**config.mk**
```make
export PLATFORM = sky130hd
export DESIGN_NAME = lg_arbiter_ctrl
export DESIGN_NICKNAME = d
export VERILOG_FILES = /design/src/rtl/lg_arbiter_ctrl.sv
export SDC_FILE = /design/constraint.sdc
export NUM_CORES = 1
export LEC_CHECK = 0
export CAP_MARGIN = 40
export CORE_MARGIN = 10
export CORE_UTILIZATION = 35
export CTS_CLUSTER_SIZE = 28
export DETAILED_ROUTE_END_ITERATION = 10
export GPL_ROUTABILITY_DRIVEN = 0
export GPL_TIMING_DRIVEN = 0
export PLACE_DENSITY = 0.75
export SLEW_MARGIN = 20
export SYNTH_ARGS = -nofsm -noshare
export SYNTH_HDL_FRONTEND = slang
export SYNTH_SLANG_ARGS = --single-unit
```
**constraint.sdc**
```tcl
create_clock -name clk -period 1.38 [get_ports clk]
set_input_delay 0.138 -clock clk [delete_from_list [all_inputs] [get_ports clk]]
set_output_delay 0.138 -clock clk [all_outputs]
set_load 0.03 [all_outputs]
```
**src/rtl/lg_arbiter_ctrl.sv**
```systemverilog
// Two-requester front end for a shared logic-gate unit: grant, latch operands, evaluate, return tagged result.
// Define LG_FIXED_PRIO_EN to make requester 0 always win a simultaneous request.
module lg_arbiter_ctrl #(
    parameter int WIDTH = 1
) (
    input  logic             clk,
    input  logic             rst,
    input  logic             req0,
    input  logic [2:0]       op0,
    input  logic [WIDTH-1:0] a0,
    input  logic [WIDTH-1:0] b0,
    input  logic             req1,
    input  logic [2:0]       op1,
    input  logic [WIDTH-1:0] a1,
    input  logic [WIDTH-1:0] b1,
    output logic             gnt0,
    output logic             gnt1,
    output logic             busy,
    output logic [WIDTH-1:0] res,
    output logic             res_valid,
    output logic             res_id,
    output logic             err
);

    typedef enum logic {
        IDLE = 1'b0,
        EXEC = 1'b1
    } state_t;

    state_t           state;
    logic             last_winner;
    logic             pick1;
    logic [2:0]       op_p0;
    logic [WIDTH-1:0] a_p0;
    logic [WIDTH-1:0] b_p0;
    logic             id_p0;

    function automatic logic [WIDTH-1:0] gate_eval(input logic [2:0] op,
                                                   input logic [WIDTH-1:0] a,
                                                   input logic [WIDTH-1:0] b);
        logic [WIDTH-1:0] r;
        case (op)
            3'd0:    r = a & b;
            3'd1:    r = ~(a & b);
            3'd2:    r = a | b;
            3'd3:    r = ~(a | b);
            3'd4:    r = ~a;
            3'd5:    r = a ^ b;
            3'd6:    r = ~(a ^ b);
            default: r = '0;
        endcase
        return r;
    endfunction

    function automatic logic is_reserved(input logic [2:0] op);
        return (op == 3'd7);
    endfunction

    // Winner selection; only meaningful when at least one request is up.
    always_comb begin
`ifdef LG_FIXED_PRIO_EN
        pick1 = req1 && !req0;
`else
        if (req0 && req1) begin
            pick1 = ~last_winner;
        end else begin
            pick1 = req1;
        end
`endif
    end

    always_ff @(posedge clk) begin
        if (rst) begin
            state       <= IDLE;
            last_winner <= 1'b1;
            gnt0        <= 1'b0;
            gnt1        <= 1'b0;
            busy        <= 1'b0;
            res         <= '0;
            res_valid   <= 1'b0;
            res_id      <= 1'b0;
            err         <= 1'b0;
        end else begin
            case (state)
                // Stage p0: sample requests and capture the winner's operation.
                IDLE: begin
                    res_valid <= 1'b0;
                    if (req0 || req1) begin
                        id_p0       <= pick1;
                        op_p0       <= pick1 ? op1 : op0;
                        a_p0        <= pick1 ? a1 : a0;
                        b_p0        <= pick1 ? b1 : b0;
                        gnt0        <= ~pick1;
                        gnt1        <= pick1;
                        busy        <= 1'b1;
                        last_winner <= pick1;
                        state       <= EXEC;
                    end else begin
                        gnt0 <= 1'b0;
                        gnt1 <= 1'b0;
                        busy <= 1'b0;
                    end
                end
                // Stage p1: evaluate the latched operation and publish it.
                EXEC: begin
                    res       <= gate_eval(op_p0, a_p0, b_p0);
                    err       <= is_reserved(op_p0);
                    res_id    <= id_p0;
                    res_valid <= 1'b1;
                    gnt0      <= 1'b0;
                    gnt1      <= 1'b0;
                    busy      <= 1'b0;
                    state     <= IDLE;
                end
                default: state <= IDLE;
            endcase
        end
    end

endmodule

```
# ---- Yosys cells after proc, flatten, opt, wreduce, memory -nomap -nowiden
# Cells that the tools add are included.
dict set report totals {
  ff_bits 14
  latchBits 0
  ram_bits 0
  mem_bits_ro 0
  inputBits 14
  output_inout_bits 7
  memories 0
}
dict set report op_classes {
  add_sub_neg 0
  mul 0
  n_div 0
  order_cmp 0
  n_eq_ne 7
  shifts 0
  mux 12
  n_bitwise 11
  reduce_logical 5
}
# cell n
set ops {}
lappend ops {{$eq 3x3->1 const B} 4}
lappend ops {{$not 1->1} 8}
lappend ops {{$pmux 1 s2} 4}
lappend ops {{$pmux 1 s7} 1}
lappend ops {{$eq 3x2->1 const B} 2}
lappend ops {{$mux 1} 6}
lappend ops {{$eq 3x1->1 const B} 1}
lappend ops {{$logic_not 3->1} 1}
lappend ops {{$mux 3} 1}
lappend ops {{$reduce_and 3->1} 1}
lappend ops {{$reduce_and 2->1} 1}
lappend ops {{$and 1x1->1} 1}
lappend ops {{$logic_and 1x1->1} 1}
lappend ops {{$logic_or 1x1->1} 1}
lappend ops {{$or 1x1->1} 1}
lappend ops {{$xor 1x1->1} 1}

# ---- Depth between registers and ports, before layout
# Gate-level depths: netlist of the first run.
dict set report depth {
  ltp_word 5
  ltp_mapped 6
}

# ---- Worst setup path before layout of the first run
# OpenSTA, ideal clock, no wires.
dict set report synth_path {
  path_type {register to register}
  start {register state}
  end {register a_p0 (enable)}
  t_arrival_ns 1.150
  t_required_ns 1.002
  slack_ns -0.149
  stages_incl_launch_ff 3
  n_path_buf 1
  cell_sequence {dfxtp_1 -> buf_2 -> nor3_1}
}
dict set report synth_between {
  elab_chain_len 2
}
# item line_no
set synth_lines {}
lappend synth_lines {{start: declaration} 30} ;# state_t state;
lappend synth_lines {{start signal: assignment} 74} ;# state <= IDLE;
lappend synth_lines {{start signal: assignment} 97} ;# state <= EXEC;
lappend synth_lines {{start signal: assignment} 113} ;# state <= IDLE;
lappend synth_lines {{$not 1->1 (no source line)} n/a}
lappend synth_lines {{$reduce_and 3->1 (no source line)} n/a}
lappend synth_lines {{end signal: assignment} 91} ;# a_p0 <= pick1 ? a1 : a0;
lappend synth_lines {{end: declaration} 34} ;# logic [WIDTH-1:0] a_p0;
# Every way passes these cells.
# A chain may end at the register's enable or synchronous reset.

# ---- Worst setup path in the final report of the first run
dict set report layout_path {
  start {register a_p0}
  end {register res}
}
dict set report layout_between {
  elab_chain_len 3
  elab_cells_between_ends 8
  classes_between {mux (1); bitwise (7)}
}
# item line_no
set layout_lines {}
lappend layout_lines {{$xor 1x1->1 (tied with other cells)} {48, 49}}
lappend layout_lines {{$not 1->1 (on tied branches)} {49, 44, 46}}
lappend layout_lines {{$pmux 1 s7 *} 42} ;# case (op)
lappend layout_lines {{end signal: assignment} 106} ;# res <= gate_eval(op_p0, a_p0, b_p0);
lappend layout_lines {{end: declaration} 19} ;# output logic [WIDTH-1:0] res,
# Mark *: on every way between the ends. The rest lies on a longest branch, timed or not.

==> summary.md, run 1 <==
| Metric | Value |
|---|---|
| Status | `complete, but fails checks` |
| Failing checks | `setup timing` |
| Finished Layout Cells | `93` |
| RSZ-0062 raised after global routing | `true` |
| Most frequent cell after synthesis | `dfxtp_1` |
| Initial antenna violation count | `0` |
| Minimum clock period | `1430 ps` |
| Maximum number of pins on one net before global-route repair | `11` |
| Syn nets | `68` |
| Port Buffers | `20` |
| Post-Route WL | `1.24 mm` |
| Worst Hold Class | `reg2reg` |
| Critical path class | `reg2reg` |
| GRT Total Usage | `0.0770` |
| Worst-margin pin slew | `332 ps` |
| Ports | `21` |
| Worst setup EP type | `flip-flop` |
| Max Cap Viol | `0` |
| Placed insts | `89` |
| Worst EP arrival | `1620 ps` |
| Crit share post-route | `1.04` |
| Detailed placer's ending HPWL | `985 um` |
| Share of the synthesized area in the top cell type | `0.296` |
| Syn-to-layout area delta | `42.0%` |
| Max FO, Critical Path | `3` |
| Worst-Skew Late Latency | `280 ps` |
| Commonest cells in the netlist | `dfxtp_1, edfxtp_1, mux2_2` |
| Chip Width | `61.7 um` |
| Post-synth EDFFs | `6` |
| Syn_area_per_cell | `11.7 um^2` |
| Hold-fix buffers, CTS | `0` |
| Startpoint Class | `flip-flop` |
| Post-DRT Antenna Nets | `0` |
| Asr flop ratio synth | `0` |
| Final hold violation count | `0` |
| DRC | `0` |
| CTS root buffer | `clkbuf_4` |
| Average routed wire per standard cell | `13.4 um` |
| Die area | `0.00380 mm^2` |
| Global-route wire length before repair | `2.02 mm` |
| Post-synthesis cell area | `608 um^2` |
| FMAX | `0.697 GHz` |
| Largest cells by area after synthesis | `edfxtp_1, dfxtp_1, mux2_2` |
| Ys Warns | `0` |
| Number of global-route vias before repair | `479` |
| Setup-failing EPs final | `1` |
| Pre-Repair DR Iteration Count | `2` |
| Yosys cell types | `22` |
| Final net count | `93` |
| Required time of the critical path | `1560 ps` |
| H-tree depth | `1` |
| CTS Buf Count | `3` |
| Layout filler cell count | `162` |
| P_leak | `0.360 nW` |
| Core ar. | `0.00169 mm^2` |
| Vias per cell | `5.04` |
| Critical Path Start | `a_p0$_DFFE_PP_` |
| Initial Util | `0.360` |
| Clk slew on worst S/H paths | `80 ps` |
| Seq/Total Area, Yosys | `0.560` |
| Share of cells above drive strength 1 | `0.171` |
| Layout Skew | `1.08 ps` |
| Initial drt markers | `6` |
| Top_reg_cell synth | `dfxtp_1` |
| Cell taking the most area after synthesis | `edfxtp_1` |
| Mapped Cells | `52` |
| Num rows | `15` |
| Die Y | `61.7 um` |
| VDD IR max | `566 uV` |
| #FFs+latches synth | `14` |
| Fin Hold WS | `470 ps` |
| Final setup margin | `-54.4 ps` |
| Final Max Tran Viols | `0` |
| TritonCTS clock tree | `built` |
| Hold_sp | `err$_SDFFE_PP0P_` |
| Worst r2r src | `a_p0$_DFFE_PP_` |
| Fin Setup TNS | `-54.4 ps` |
| Vias | `469` |
| Total congestion overflow | `0` |
| Sink Count | `14` |
| Max transition margin | `0.778` |
| # diodes | `0` |
| CTS max path bufs | `2` |
| Power Density | `1020 mW/mm^2` |
-- through the flow --
stage          instance area, um^2  setup WS, ps  total power (W)   util
2_1_floorplan                  616          4.87         0.000579      -
3_3_place_gp                   837          -200         0.000653  0.496
3_5_place_dp                   837          -242         0.000659  0.496
4_1_cts                        855         -57.3         0.000883  0.506
5_1_grt                        863          -118         0.000927  0.511
6_report                       863         -54.4         0.000878  0.511
-- area by class of cell --
class                      count  area [um^2]  share of cell area
inverter                       2         7.51             0.00870
multi-input combinational     34          264               0.306
clock inverter                 1         3.75             0.00435
timing repair buffer          20          191               0.222
buffer                         2         12.5              0.0145
tap                           17         21.3              0.0246
sequential                    14          340               0.394
clock buffer                   3         22.5              0.0261
-- state kept, by name (all words and copies together) (netlist names) --
signal,flops
id_p0,1
res_valid,1
a_p0,1
gnt0,1
op_p0,3
err,1
b_p0,1
last_winner,1
gnt1,1
state,1
res_id,1
res,1
-- cells in the final DEF, fill, tap and decap left out, drive strengths merged --
| cell type | instances |
|---|---|
| a21o | 2 |
| a21oi | 1 |
| a41o | 1 |
| and2 | 1 |
| buf | 1 |
| clkbuf | 4 |
| clkdlybuf4s50 | 13 |
| clkinv | 1 |
| dfxtp | 8 |
| dlygate4sd2 | 7 |
| edfxtp | 6 |
| ha | 2 |
| inv | 2 |
| mux2 | 6 |
| mux2i | 1 |
| nand2 | 3 |
| nand2b | 2 |
| nand3 | 2 |
| nand3b | 1 |
| nand4 | 1 |
| nor2 | 2 |
| nor2b | 3 |
| nor3 | 2 |
| nor3b | 2 |
| o22ai | 1 |
| or2 | 1 |
-- layer usage --
layer	up-vias	wire length (um)	GRT usage
met1	218	438	0.0628
met4	0	53	0.0860
li1	236	-	-
met5	-	0	0
met3	5	44	0.0247
met2	10	706	0.135
-- cells by family (layout without fill, tap and decap cells) --
kind of cell,after synthesis,in the layout,synth area share
buffers and inverters,4,28,0.0288
AOI/OAI and AO/OA,5,5,0.0597
DFF,14,14,0.560
and+or+nand+nor,20,20,0.183
muxes,7,7,0.128
adders and majority gates,2,2,0.0411
-- critical path: stages (launching register included) --
cell and delay (ps):
edfxtp_1 430, ha_2 190, or2_0 190, a21o_1 170, a21o_1 160, a41o_1 200
-- timing repair --
action | in CTS | in global routing
endpoints found under the setup margin | 8 | 11
gates resized for setup | 7 | 2
pin swaps | 2 | 0
buffers inserted | 0 | 0
cloned | 0 | 0
-- path summary, 6_finish.rpt --
path / slack, ps / endpoint / cells past startpoint
worst min register to register: 470 / err$_SDFFE_PP0P_ / 2
worst max-delay path: -50 / res$_SDFFE_PP0P_ / 5
worst max register to register: -50 / res$_SDFFE_PP0P_ / 5
worst min-delay path: 470 / err$_SDFFE_PP0P_ / 2
-- power breakdown --
group	internal [W]	switching [W]
clock network	0.000105	0.000132
registers	0.000462	0.0000146
logic	0.0000885	0.0000762
total	0.000656	0.000223
Power figures use the tool's default switching activity.
==> run 2, diff against run 1 <==
Settings changed: CTS_CLUSTER_SIZE 28 to default, PLACE_DENSITY 0.75 to 0.72, SLEW_MARGIN 20 to default.
Clock period 1.38 ns to 1.5 ns, I/O delays scaled along.
==> summary.md, run 2 (same netlist as run 1, synthesis figures left out) <==
| Metric | Value |
|---|---|
| Vias per cell | `4.84 (-4.1%)` |
| Top delay family on crit path | `buffers and inverters` |
| CTS root buffer | `clkbuf_4` |
| Detailed placer's ending HPWL | `927 um (-5.9%)` |
| CTS Buf Count | `3 (unchanged)` |
| Delay of the slowest cell on the worst path | `670 ps (+240 ps)` |
| Share of cells above drive strength 1 | `0.171 (unchanged)` |
| Syn-to-layout area delta | `42.4%` |
| Status | `finished, final reports clean` |
| Power Density | `931 mW/mm^2 (-8.5%)` |
| Largest register FFs | `3 (unchanged)` |
| DRC | `0 (unchanged)` |
| GRT Total Usage | `0.0636 (-0.0134)` |
| Worst setup EP type | `output port` |
| Fin Hold WS | `477 ps (+6.84 ps)` |
| # diodes | `0 (unchanged)` |
| Setup-failing EPs final | `0 (-1)` |
| Buf/Inv on CP | `1 (+1)` |
| Clock share of power | `0.264 (-0.006)` |
| Final core utilization | `0.513 (+0.00148)` |
| Port Buffers | `20 (unchanged)` |
| Final hold violation count | `0 (unchanged)` |
| Vias | `450 (-4.1%)` |
| FMAX | `0.704 GHz` |
| RSZ-0062 raised after global routing | `false` |
| Total congestion overflow | `0 (unchanged)` |
| Pre-Repair DR Iteration Count | `2 (unchanged)` |
| Sw frac | `0.246 (-0.00784)` |
| VDD IR max | `505 uV (-11%)` |
| Final net count | `93 (unchanged)` |
| Worst-margin pin slew | `469 ps (+137 ps)` |
| Sink Count | `14 (unchanged)` |
| Initial drt markers | `6 (unchanged)` |
| Number of global-route vias before repair | `436 (-9.0%)` |
| Num rows | `15 (unchanged)` |
| Commonest non-fill, non-tap cells in the layout | `clkdlybuf4s50_1, dfxtp_1, mux2_2, edfxtp_1` |
| P_leak | `0.348 nW (-3.4%)` |
| Int Power | `0.000608 W (-7.3%)` |
| Startpoint Class | `flip-flop` |
| Most common cell after layout, fill and taps aside | `clkdlybuf4s50_1` |
| Worst-Skew Late Latency | `270 ps (about the same)` |
| Largest Register | `op_p0` |
| Clk slew on worst S/H paths | `80 ps (about the same)` |
| Average routed wire per standard cell | `12.5 um (-6.4%)` |
| Required time of the critical path | `1350 ps (-210 ps)` |
| Chip Width | `61.7 um (unchanged)` |
| Minimum clock period | `1420 ps` |
| CP cell instances | `clkdlybuf4s50_1` |
| Maximum number of pins on one net before global-route repair | `11 (unchanged)` |
| Post-CTS Repair Setup Buffers | `0 (unchanged)` |
| Post-Route WL | `1.16 mm (-6.4%)` |
| Initial antenna violation count | `0 (unchanged)` |
| Critical path class | `reg2out` |
| Slowest-stage cell, CP | `clkdlybuf4s50_1` |
| TritonCTS clock tree | `built` |
| Initial Util | `0.360 (unchanged)` |
| Ports | `21 (unchanged)` |
| Core ar. | `0.00169 mm^2 (unchanged)` |
| Worst Hold Class | `reg2reg` |
| Psw | `0.000198 W (-11%)` |
| H-tree depth | `1 (unchanged)` |
| Die Y | `61.7 um (unchanged)` |
| Crit share post-route | `0.947` |
| Final Max Tran Viols | `0 (unchanged)` |
| Reg power frac | `0.544 (about the same)` |
| Global-route wire length before repair | `1.78 mm (-12%)` |
| Max transition margin | `0.686 (-0.0923)` |
| CTS max path bufs | `2 (unchanged)` |
| Max FO, Critical Path | `2 (-1)` |
| Combinational Power Share | `0.192 (+0.004)` |
| Max Cap Viol | `0 (unchanged)` |
| Post-DRT Antenna Nets | `0 (unchanged)` |
| Die area | `0.00380 mm^2 (unchanged)` |
| Layout Skew | `1.52 ps (+0.444 ps)` |
| Worst EP arrival | `1270 ps (-350 ps)` |
[run 2: through the flow]
| stage | power, W | cell area, um^2 | cells | setup TNS, ps | worst slack, ps |
|---|---|---|---|---|---|
| 6_report | 0.000806 | 866 | 93 | 0 | 79.2 |
| 4_1_cts | 0.000815 | 861 | 93 | 0 | 34.4 |
| 5_1_grt | 0.000851 | 866 | 93 | 0 | 5.74 |
| 2_1_floorplan | 0.000532 | 613 | 52 | 0 | 114 |
| 3_3_place_gp | 0.000602 | 835 | 89 | -994 | -105 |
| 3_5_place_dp | 0.000605 | 835 | 89 | -819 | -99.7 |
[run 2: power by group through the flow]
stage	Sequential [W]	Combinational, W	Clock (W)
6_report	0.000439	0.000155	0.000213
5_1_grt	0.000442	0.000170	0.000239
4_1_cts	0.000439	0.000158	0.000219
3_5_place_dp	0.000448	0.000157	0
3_3_place_gp	0.000447	0.000155	0
2_1_floorplan	0.000468	0.0000645	0
[run 2: repair_timing]
action                     in CTS  in global routing
gates resized for setup         0                  2
setup endpoints to repair       0                  2
hold buffers                    0                  0
[run 2: layout make-up]
type | instances | area (um^2)
sequential | 14 | 340
timing repair buffer | 20 | 203
buffer | 2 | 10.0
multi-input combinational | 34 | 258
fill | 164 | 823
clock buffer | 3 | 22.5
inverter | 2 | 7.51
clock inverter | 1 | 3.75
tap | 17 | 21.3
[run 2: layer usage]
metal,global-route usage,vias up,wire length [um]
met3,0.0268,2,76
met5,0,-,0
met1,0.0700,206,479
met4,0.0287,0,9
met2,0.104,10,597
li1,-,232,-
[run 2: worst register-to-register path, delay by kind of cell (launching register included)]
kind | cells | cell delay, ps
AO/OA/AOI/OAI | 3 | 520
flip-flops | 1 | 420
adder cells (fa/ha/maj) | 1 | 190
AND/OR/NAND/NOR | 1 | 190
[run 2: path summary, 6_finish.rpt]
kind	from	to	slack, ps	cells after the start
hold reg to reg	err$_SDFFE_PP0P_	err$_SDFFE_PP0P_	480	2
setup / recovery	err$_SDFFE_PP0P_	err	80	1
hold / removal	err$_SDFFE_PP0P_	err$_SDFFE_PP0P_	480	2
setup reg to reg	a_p0$_DFFE_PP_	res$_SDFFE_PP0P_	80	5
==> run 3, diff against run 2 <==
Settings changed: CORE_MARGIN 10 to default, CORE_UTILIZATION 35 to 42, PLACE_DENSITY 0.72 to 0.83.
==> summary.md, run 3 (same netlist as run 1, synthesis figures left out) <==
| Metric | Value |
|---|---|
| Number of global-route vias before repair | `381 (-13%)` |
| Syn-to-layout area delta | `42.0%` |
| Num rows | `13 (-2)` |
| Max Cap Viol | `0 (unchanged)` |
| Crit share post-route | `0.958 (+0.0107)` |
| Vias | `467 (+3.8%)` |
| # diodes | `0 (unchanged)` |
| Die area | `0.00160 mm^2 (-58%)` |
| Largest Register | `op_p0` |
| DP Worst Slack | `-92.9 ps (+6.81 ps)` |
| Final core utilization | `0.655 (+0.143)` |
| Share of cells above drive strength 1 | `0.171 (unchanged)` |
| Delay of the slowest cell on the worst path | `670 ps (about the same)` |
| CP cell instances | `clkdlybuf4s50_1` |
| Finished Cell Area | `863 um^2 (-0.29%)` |
| Worst-Skew Late Latency | `290 ps (+20 ps)` |
| Finished Layout Cells | `91 (-2.2%)` |
| Final net count | `93 (unchanged)` |
| Status | `finished, final reports clean` |
| Chip Width | `40.1 um (-35%)` |
| CTS Buf Count | `3 (unchanged)` |
| Initial Util | `0.462 (+0.102)` |
| Required time of the critical path | `1350 ps (about the same)` |
| Post-DRT Antenna Nets | `0 (unchanged)` |
| Clk slew on worst S/H paths | `80 ps (about the same)` |
| Post-Route WL | `1.08 mm (-7.1%)` |
| Slowest-stage cell, CP | `clkdlybuf4s50_1` |
| Max FO, Critical Path | `2 (unchanged)` |
| Startpoint Class | `flip-flop` |
| Max transition margin | `0.662 (-0.0242)` |
| Power Density | `946 mW/mm^2 (+1.6%)` |
| Largest register FFs | `3 (unchanged)` |
| RSZ-0062 raised after global routing | `false` |
| Worst setup EP type | `output port` |
| Detailed placer's ending HPWL | `841 um (-9.3%)` |
| CTS max path bufs | `2 (unchanged)` |
| Vias per cell | `5.13 (+6.1%)` |
| Worst EP arrival | `1290 ps (+20 ps)` |
| Critical path class | `reg2out` |
| Initial antenna violation count | `0 (unchanged)` |
| Layout filler cell count | `126 (-23%)` |
| GRT Total Usage | `0.166 (+0.102)` |
| Final Max Tran Viols | `0 (unchanged)` |
| Buf/Inv on CP | `1 (unchanged)` |
| Minimum clock period | `1440 ps (+16.1 ps)` |
| VDD IR max | `500 uV (-0.87%)` |
| Most common cell after layout, fill and taps aside | `clkdlybuf4s50_1` |
| TritonCTS clock tree | `built` |
| Placed insts | `87 (-2.2%)` |
| P_leak | `0.345 nW (-0.95%)` |
| Commonest non-fill, non-tap cells in the layout | `clkdlybuf4s50_1, dfxtp_1, mux2_2, edfxtp_1` |
| Average routed wire per standard cell | `11.9 um (-5.1%)` |
| Core ar. | `0.00132 mm^2 (-22%)` |
| Maximum number of pins on one net before global-route repair | `11 (unchanged)` |
| H-tree depth | `1 (unchanged)` |
| Pre-Repair DR Iteration Count | `2 (unchanged)` |
| Top delay family on crit path | `buffers and inverters` |
| Sink Count | `14 (unchanged)` |
| Layout Skew | `4.39 ps (+2.87 ps)` |
| Global-route wire length before repair | `1.59 mm (-11%)` |
| Post-CTS Repair Setup Buffers | `0 (unchanged)` |
| Final setup margin | `63.1 ps (-16.1 ps)` |
| Placed Area | `832 um^2 (-0.30%)` |
| Initial drt markers | `3 (-3)` |
| Port Buffers | `20 (unchanged)` |
| Worst Hold Class | `reg2reg` |
| Worst-margin pin slew | `505 ps (+36.0 ps)` |
| Final hold violation count | `0 (unchanged)` |
| CTS root buffer | `clkbuf_4` |
| FMAX | `0.696 GHz (-1.1%)` |
| Die Y | `40.1 um (-35%)` |
| Total congestion overflow | `0 (unchanged)` |
| DRC | `0 (unchanged)` |
| Ports | `21 (unchanged)` |
| Setup-failing EPs final | `0 (unchanged)` |
| Fin Setup TNS | `0 ps (unchanged)` |
[run 3: cell counts in the layout (fill, tap and decap cells not counted)]
Identical to the previous run, type by type.
[run 3: path summary, 6_finish.rpt]
path,startpoint,endpoint,slack [ps],cells past startpoint
setup / recovery,res_id$_SDFFE_PP0P_,res_id,60,1
hold / removal,err$_SDFFE_PP0P_,err$_SDFFE_PP0P_,480,2
setup reg to reg,a_p0$_DFFE_PP_,res$_SDFFE_PP0P_,80,5
hold reg to reg,err$_SDFFE_PP0P_,err$_SDFFE_PP0P_,480,2
[run 3: repair_timing]
item,in CTS,in global routing
hold buffers,0,0
setup endpoints to repair,0,2
resized for setup,0,2
[run 3: final cells by class]
cell class	count	area [um^2]	area share
Buffer	2	10.0	0.0116
Clock buffer	3	22.5	0.0261
Clock inverter	1	3.75	0.00435
Inverter	2	7.51	0.00870
Multi-Input combinational cell	34	258	0.299
Sequential cell	14	340	0.394
Tap cell	15	18.8	0.0217
Timing Repair Buffer	20	203	0.235
[run 3: power breakdown]
part	internal [W]	switching, W	total [W]
Clock	0.0000968	0.000126	0.000223
Combinational	0.0000865	0.0000679	0.000154
Sequential	0.000425	0.0000142	0.000439
Total	0.000609	0.000208	0.000817
[run 3: stage by stage]
step	hold WS [ps]	power, W
3_3_place_gp	458	0.000598
3_5_place_dp	466	0.000605
5_1_grt	505	0.000851
2_1_floorplan	219	0.000532
6_report	479	0.000817
4_1_cts	485	0.000826
[run 3: routing by layer]
layer / up-vias / routed length, um / GRT usage
li1: 232 / - / -
met1: 217 / 439 / 0.153
met2: 16 / 565 / 0.298
met3: 2 / 54 / 0.0833
met4: 0 / 19 / 0.0776
met5: - / 0 / 0
